<file path="config.mk">
export PLATFORM = sky130hd
export DESIGN_NAME = traffic_light_sequencer
export DESIGN_NICKNAME = d
export VERILOG_FILES = /design/src/rtl/traffic_pkg.sv /design/src/rtl/traffic_light_sequencer.sv
export SDC_FILE = /design/constraint.sdc
export NUM_CORES = 1
export LEC_CHECK = 0
export CAP_MARGIN = 20
export CORE_UTILIZATION = 55
export CTS_CLUSTER_DIAMETER = 150
export CTS_CLUSTER_SIZE = 24
export DETAILED_ROUTE_END_ITERATION = 16
export PLACE_DENSITY = 0.78
export SETUP_SLACK_MARGIN = 0.2
export SYNTH_ARGS = -nofsm -noshare
export SYNTH_HDL_FRONTEND = slang
export SYNTH_SLANG_ARGS = --single-unit
</file>
<file path="constraint.sdc">
create_clock -name clk -period 3.8 [get_ports clk]
set_input_delay 0.57 -clock clk [delete_from_list [all_inputs] [get_ports clk]]
set_output_delay 0.57 -clock clk [all_outputs]
set_load 0.005 [all_outputs]
</file>
<file path="src/rtl/traffic_pkg.sv">
// Shared types and constants for the intersection controller: state encoding,
// one-hot lamp patterns {red, yellow, green} and delay-timer selection.
package traffic_pkg;

  typedef enum logic [2:0] {
    S_INIT        = 3'd0,
    S_HWY_GREEN   = 3'd1,
    S_HWY_YELLOW  = 3'd2,
    S_ALLRED_A    = 3'd3,
    S_FARM_GREEN  = 3'd4,
    S_FARM_YELLOW = 3'd5,
    S_ALLRED_B    = 3'd6,
    S_FLASH       = 3'd7
  } state_t;

  localparam logic [2:0] RED  = 3'b100;
  localparam logic [2:0] YEL  = 3'b010;
  localparam logic [2:0] GRN  = 3'b001;
  localparam logic [2:0] DARK = 3'b000;

  localparam logic [1:0] TSEL_NONE  = 2'd0;
  localparam logic [1:0] TSEL_LONG  = 2'd1;
  localparam logic [1:0] TSEL_SHORT = 2'd2;

  // Delay requested on entry to a state.
  function automatic logic [1:0] timer_sel(input state_t s);
    case (s)
      S_HWY_GREEN, S_FARM_GREEN:                           timer_sel = TSEL_LONG;
      S_HWY_YELLOW, S_ALLRED_A, S_FARM_YELLOW, S_ALLRED_B: timer_sel = TSEL_SHORT;
      default:                                             timer_sel = TSEL_NONE;
    endcase
  endfunction

  // Returns {hwy_light, farm_light} for the non-fault states.
  function automatic logic [5:0] lights_for(input state_t s);
    case (s)
      S_HWY_GREEN:   lights_for = {GRN, RED};
      S_HWY_YELLOW:  lights_for = {YEL, RED};
      S_FARM_GREEN:  lights_for = {RED, GRN};
      S_FARM_YELLOW: lights_for = {RED, YEL};
      default:       lights_for = {RED, RED};
    endcase
  endfunction

endpackage

</file>
<file path="src/rtl/traffic_light_sequencer.sv">
// Highway / farm-road intersection master: sequences both heads through the
// shared delay timer and latches a flashing-red fault if the timer goes silent.
module traffic_light_sequencer
  import traffic_pkg::*;
#(
  parameter int unsigned WD_CYCLES  = 300,
  parameter int unsigned FLASH_HALF = 5
) (
  input  logic       clk,
  input  logic       rst_n,
  input  logic       farm_car,
  input  logic       timer_done,
  output logic       start_long,
  output logic       start_short,
  output logic [2:0] hwy_light,
  output logic [2:0] farm_light,
  output logic       fault,
  output logic [2:0] state_dbg
);

  localparam int unsigned WDW = $clog2(WD_CYCLES + 1);
  localparam int unsigned FLW = (FLASH_HALF > 1) ? $clog2(FLASH_HALF) : 1;
  localparam logic [WDW-1:0] WD_LAST = WDW'(WD_CYCLES - 1);
  localparam logic [FLW-1:0] FL_LAST = FLW'(FLASH_HALF - 1);

  state_t         state, state_next;
  logic           car_req, min_green_met, timer_pending;
  logic [WDW-1:0] wd_cnt;
  logic [FLW-1:0] flash_cnt;
  logic           done_ok, wd_expire, entering;
  logic [1:0]     sel;

  assign state_dbg = state;

  always_comb begin
    done_ok    = timer_done && timer_pending;
    wd_expire  = timer_pending && !timer_done && (wd_cnt == WD_LAST);
    state_next = state;
    case (state)
      S_INIT:        state_next = S_HWY_GREEN;
      // farm_car is looked at directly so a car arriving after the minimum
      // green turns the light on the very edge that samples it.
      S_HWY_GREEN:   if ((min_green_met || done_ok) && (car_req || farm_car))
                       state_next = S_HWY_YELLOW;
      S_HWY_YELLOW:  if (done_ok) state_next = S_ALLRED_A;
      S_ALLRED_A:    if (done_ok) state_next = S_FARM_GREEN;
      S_FARM_GREEN:  if (done_ok) state_next = S_FARM_YELLOW;
      S_FARM_YELLOW: if (done_ok) state_next = S_ALLRED_B;
      S_ALLRED_B:    if (done_ok) state_next = S_HWY_GREEN;
      S_FLASH:       state_next = S_FLASH;
    endcase
    if (state != S_FLASH && wd_expire) state_next = S_FLASH;
    entering = (state_next != state);
    sel      = timer_sel(state_next);
  end

  always_ff @(posedge clk or negedge rst_n) begin
    if (!rst_n) begin
      state         <= S_INIT;
      hwy_light     <= RED;
      farm_light    <= RED;
      start_long    <= 1'b0;
      start_short   <= 1'b0;
      fault         <= 1'b0;
      car_req       <= 1'b0;
      min_green_met <= 1'b0;
      timer_pending <= 1'b0;
      wd_cnt        <= '0;
      flash_cnt     <= '0;
    end else begin
      state       <= state_next;
      start_long  <= 1'b0;
      start_short <= 1'b0;
      if (state_next == S_FLASH) begin
        fault         <= 1'b1;
        timer_pending <= 1'b0;
        wd_cnt        <= '0;
        if (state != S_FLASH) begin
          hwy_light  <= RED;
          farm_light <= RED;
          flash_cnt  <= '0;
        end else if (flash_cnt == FL_LAST) begin
          flash_cnt  <= '0;
          hwy_light  <= (hwy_light == RED) ? DARK : RED;
          farm_light <= (hwy_light == RED) ? DARK : RED;
        end else begin
          flash_cnt <= flash_cnt + FLW'(1);
        end
      end else begin
        {hwy_light, farm_light} <= lights_for(state_next);
        if (entering && sel != TSEL_NONE) begin
          start_long    <= (sel == TSEL_LONG);
          start_short   <= (sel == TSEL_SHORT);
          timer_pending <= 1'b1;
          wd_cnt        <= '0;
        end else if (done_ok) begin
          timer_pending <= 1'b0;
        end else if (timer_pending && wd_cnt != WDW'(WD_CYCLES)) begin
          wd_cnt <= wd_cnt + WDW'(1);
        end
        // The entry edge into FARM_GREEN wins over a same-cycle farm_car.
        if (state_next == S_FARM_GREEN && state != S_FARM_GREEN)
          car_req <= 1'b0;
        else if (farm_car && state != S_FARM_GREEN)
          car_req <= 1'b1;
        if (state_next == S_HWY_GREEN && state != S_HWY_GREEN)
          min_green_met <= 1'b0;
        else if (state == S_HWY_GREEN && done_ok)
          min_green_met <= 1'b1;
      end
    end
  end

endmodule

</file>
==> metrics.cfg <==
[status]
status=completed

[global_route]
grt_pass1_vias=1145
grtUsageTotal_pct=24.8
grt.overflow.total=0
grt_first_pass_wirelength_mm=5.30
grt_max_degree=28
antenna_found_initial=0

[min_path]
holdCritPathClass=reg2reg
min_to=fault
hold_start=fault
min_delay_path_depth=1

[synthesis]
postSynth.asyncResetShare_pct=100
synth-seq-area-share_pct=44.2
syn_area_per_cell_sq_um=9.53
syn-num-nets=169
syn_inst=161
synth_edf_count=0
yosys_warnings=0
syn_area_sq_um=1530
synth-main-ff-cell=dfrtp_1
synth-seq-cells=27
ys_types=57

[route]
wirelength_mm=3.22
ant_nets=0
firstDrtPassIters=4
drt_iter0_drc=49
drt-met1-wl_mm=1.52
post-route-drc-count=0
met3WireLength_um=159
vias_per_cell=6.19
dr.max_layer_used=met4
wl_met2_mm=1.52
vias=1257
detail_route.wl_per_cell_um=15.9

[timing]
period_minus_slack_ps=2260
worst_pin_slew_ps=611
slew_viol_final=0
max_slew_margin_pct=59.3
setup_tns_ps=0
setup_viol=0
whs_ps=481
min_period_over_period_pct=59.4
final.setup_skew_ps=11.7
fmax_mhz=443
hold_viol_final=0
rsz0062_at_grt=false

[pwr]
p_int_mw=0.696
p_seq_share_pct=43.4
pwr_density_cell_nw_per_um2=699
power_leakage_nw=0.741
clock_power_share_pct=10.3
swShare_pct=41.9
combPwrFrac_pct=46.3
p_switching_mw=0.501
peakVddDrop_v=0.000551

[floorplan]
die_width_um=54.8
initial_core_util_pct=60.3
row_count=18
ios=16
floorplan.die_area_sq_um=3000
core-area_sq_um=2540
die_h_um=54.8

[setup_path]
cp.required_ps=3230
rr_startpoint=wd_cnt[4]
r2r-end=wd_cnt[3]
path_cells=clkdlybuf4s50_1
cp.buffers_inverters=1
worstPathMaxFanout=18
cp-end-kind=output pin
rrSetupSlack_ps=1920
path_depth=1
rr_worst_depth=4
crit_family=flip-flops
critPathSlowestCell=dfrtp_1
worst_setup_path_start_kind=flop
crit_path_max_incr_delay_ps=760
arrival_ps=1690
crit_type=reg2out

[clock_tree]
root_buffer=clkbuf_4
post_cts_resized=0
cts.sinks=27
cts_buffer_depth=2
worstSkewPairLatency_ps=320
cts_tree=yes
cts_made_buffers=3
ctsHoldBuffers=0
path_clk_slew_ps=140
post_cts_buffers=0
h-tree-depth=1

[place]
numPlacedInstances=199
port_buffers=15
placed_area_sq_um=1690
gp_congestion=0.855
dp_hpwl_mm=2.30

[finish]
fin_cells=203
stdcell_area_sq_um=1710
n_fill_cell=197
final_nets=182
area_growth_pct=11.7
drive_gt1_share_pct=8.67
insertedDiodeCount=0

[job]
drv_cap=0

[per-layer routing]
| metal | vias up | track usage, % |
|---|---|---|
| li1 | 607 | - |
| met1 | 612 | 35.4 |
| met2 | 34 | 39.6 |
| met3 | 4 | 3.33 |
| met4 | 0 | 5.98 |
| met5 | - | 0 |
[registers in the layout, summed over array words and instances, names as in the netlist]
name           cells
state_dbg          3
min_green_met      1
fault              1
hwy_light          3
farm_light         3
timer_pending      1
start_long         1
flash_cnt          3
car_req            1
start_short        1
wd_cnt             9
[synth_stat cells, drive strengths merged, types with 2 or more instances]
cell / n / area [sq um]
o21ai: 12 / 63.8
o2111ai: 2 / 17.5
or2: 2 / 12.5
nor3b: 2 / 15.0
mux2i: 3 / 30.0
nand2: 15 / 58.8
and3: 2 / 12.5
nor2: 12 / 45.0
a21oi: 9 / 45.0
nand4: 2 / 18.8
dfrtp: 25 / 626
nand2b: 2 / 20.0
or3: 2 / 12.5
xor2: 4 / 35.0
buf: 5 / 30.0
clkbuf: 3 / 12.5
o211ai: 3 / 22.5
ha: 4 / 50.1
a22oi: 2 / 15.0
nor4: 2 / 12.5
dfstp: 2 / 52.6
or4: 2 / 15.0
inv: 12 / 45.0
xnor2: 2 / 17.5
nand3: 7 / 35.0
[kinds of logic (layout without fill, tap and decap cells)]
| family | after synthesis | in the layout | synth area share, % |
|---|---|---|---|
| compound gates | 43 | 43 | 20.2 |
| xor+xnor | 6 | 6 | 3.43 |
| fa+ha+maj | 4 | 4 | 3.26 |
| buf+inv | 20 | 32 | 5.71 |
| flops | 27 | 27 | 44.2 |
| mux | 3 | 3 | 1.96 |
| simple gates | 58 | 58 | 21.2 |
[final cells by class]
cell class                 instances  area (sq um)  share of cell area, %
clock buffer                       4          26.3                   1.53
timing repair buffer              16           158                   9.20
inverter                          12          45.0                   2.63
multi-input combinational        114           768                   44.9
sequential                        27           678                   39.6
tap                               30          37.5                   2.19
[cells in the final DEF, fill, tap and decap left out, types with 3 or more instances in the layout]
master,synthesis,final
a21oi_1,9,9
clkbuf_4,0,3
clkdlybuf4s50_1,0,15
dfrtp_1,25,25
ha_1,4,4
inv_1,11,11
mux2i_1,3,3
nand2_1,14,14
nand3_1,7,7
nor2_1,12,12
o211ai_1,3,3
o21ai_0,10,10
xor2_1,4,4
[power by group through the flow]
stage          Combinational [mW]  Clock [mW]  Sequential (mW)
4_1_cts                     0.558       0.128            0.516
6_report                    0.554       0.123            0.520
3_5_place_dp                0.552           0            0.521
2_1_floorplan               0.431           0            0.449
3_3_place_gp                0.541           0            0.514
5_1_grt                     0.622       0.137            0.533
[stage by stage]
step | util, % | setup WS [ps] | total power, mW
finish | 67.3 | 1540 | 1.20
global route | 67.3 | 1470 | 1.29
detailed placement | 66.3 | 1370 | 1.07
global placement | 66.3 | 1460 | 1.06
CTS | 67.3 | 1540 | 1.20
floorplan | - | 2110 | 0.881
[worst max path at each step]
stage                       from       endpoint  slack [ps]
floorplan             timer_done   hwy_light[1]        2110
global placement      timer_done  farm_light[2]        1460
detailed placement    timer_done      wd_cnt[3]        1370
CTS                 state_dbg[2]   state_dbg[2]        1540
global route        state_dbg[2]   state_dbg[2]        1470
finish              state_dbg[2]   state_dbg[2]        1540
No activity file was read; power rests on OpenSTA's default activity.
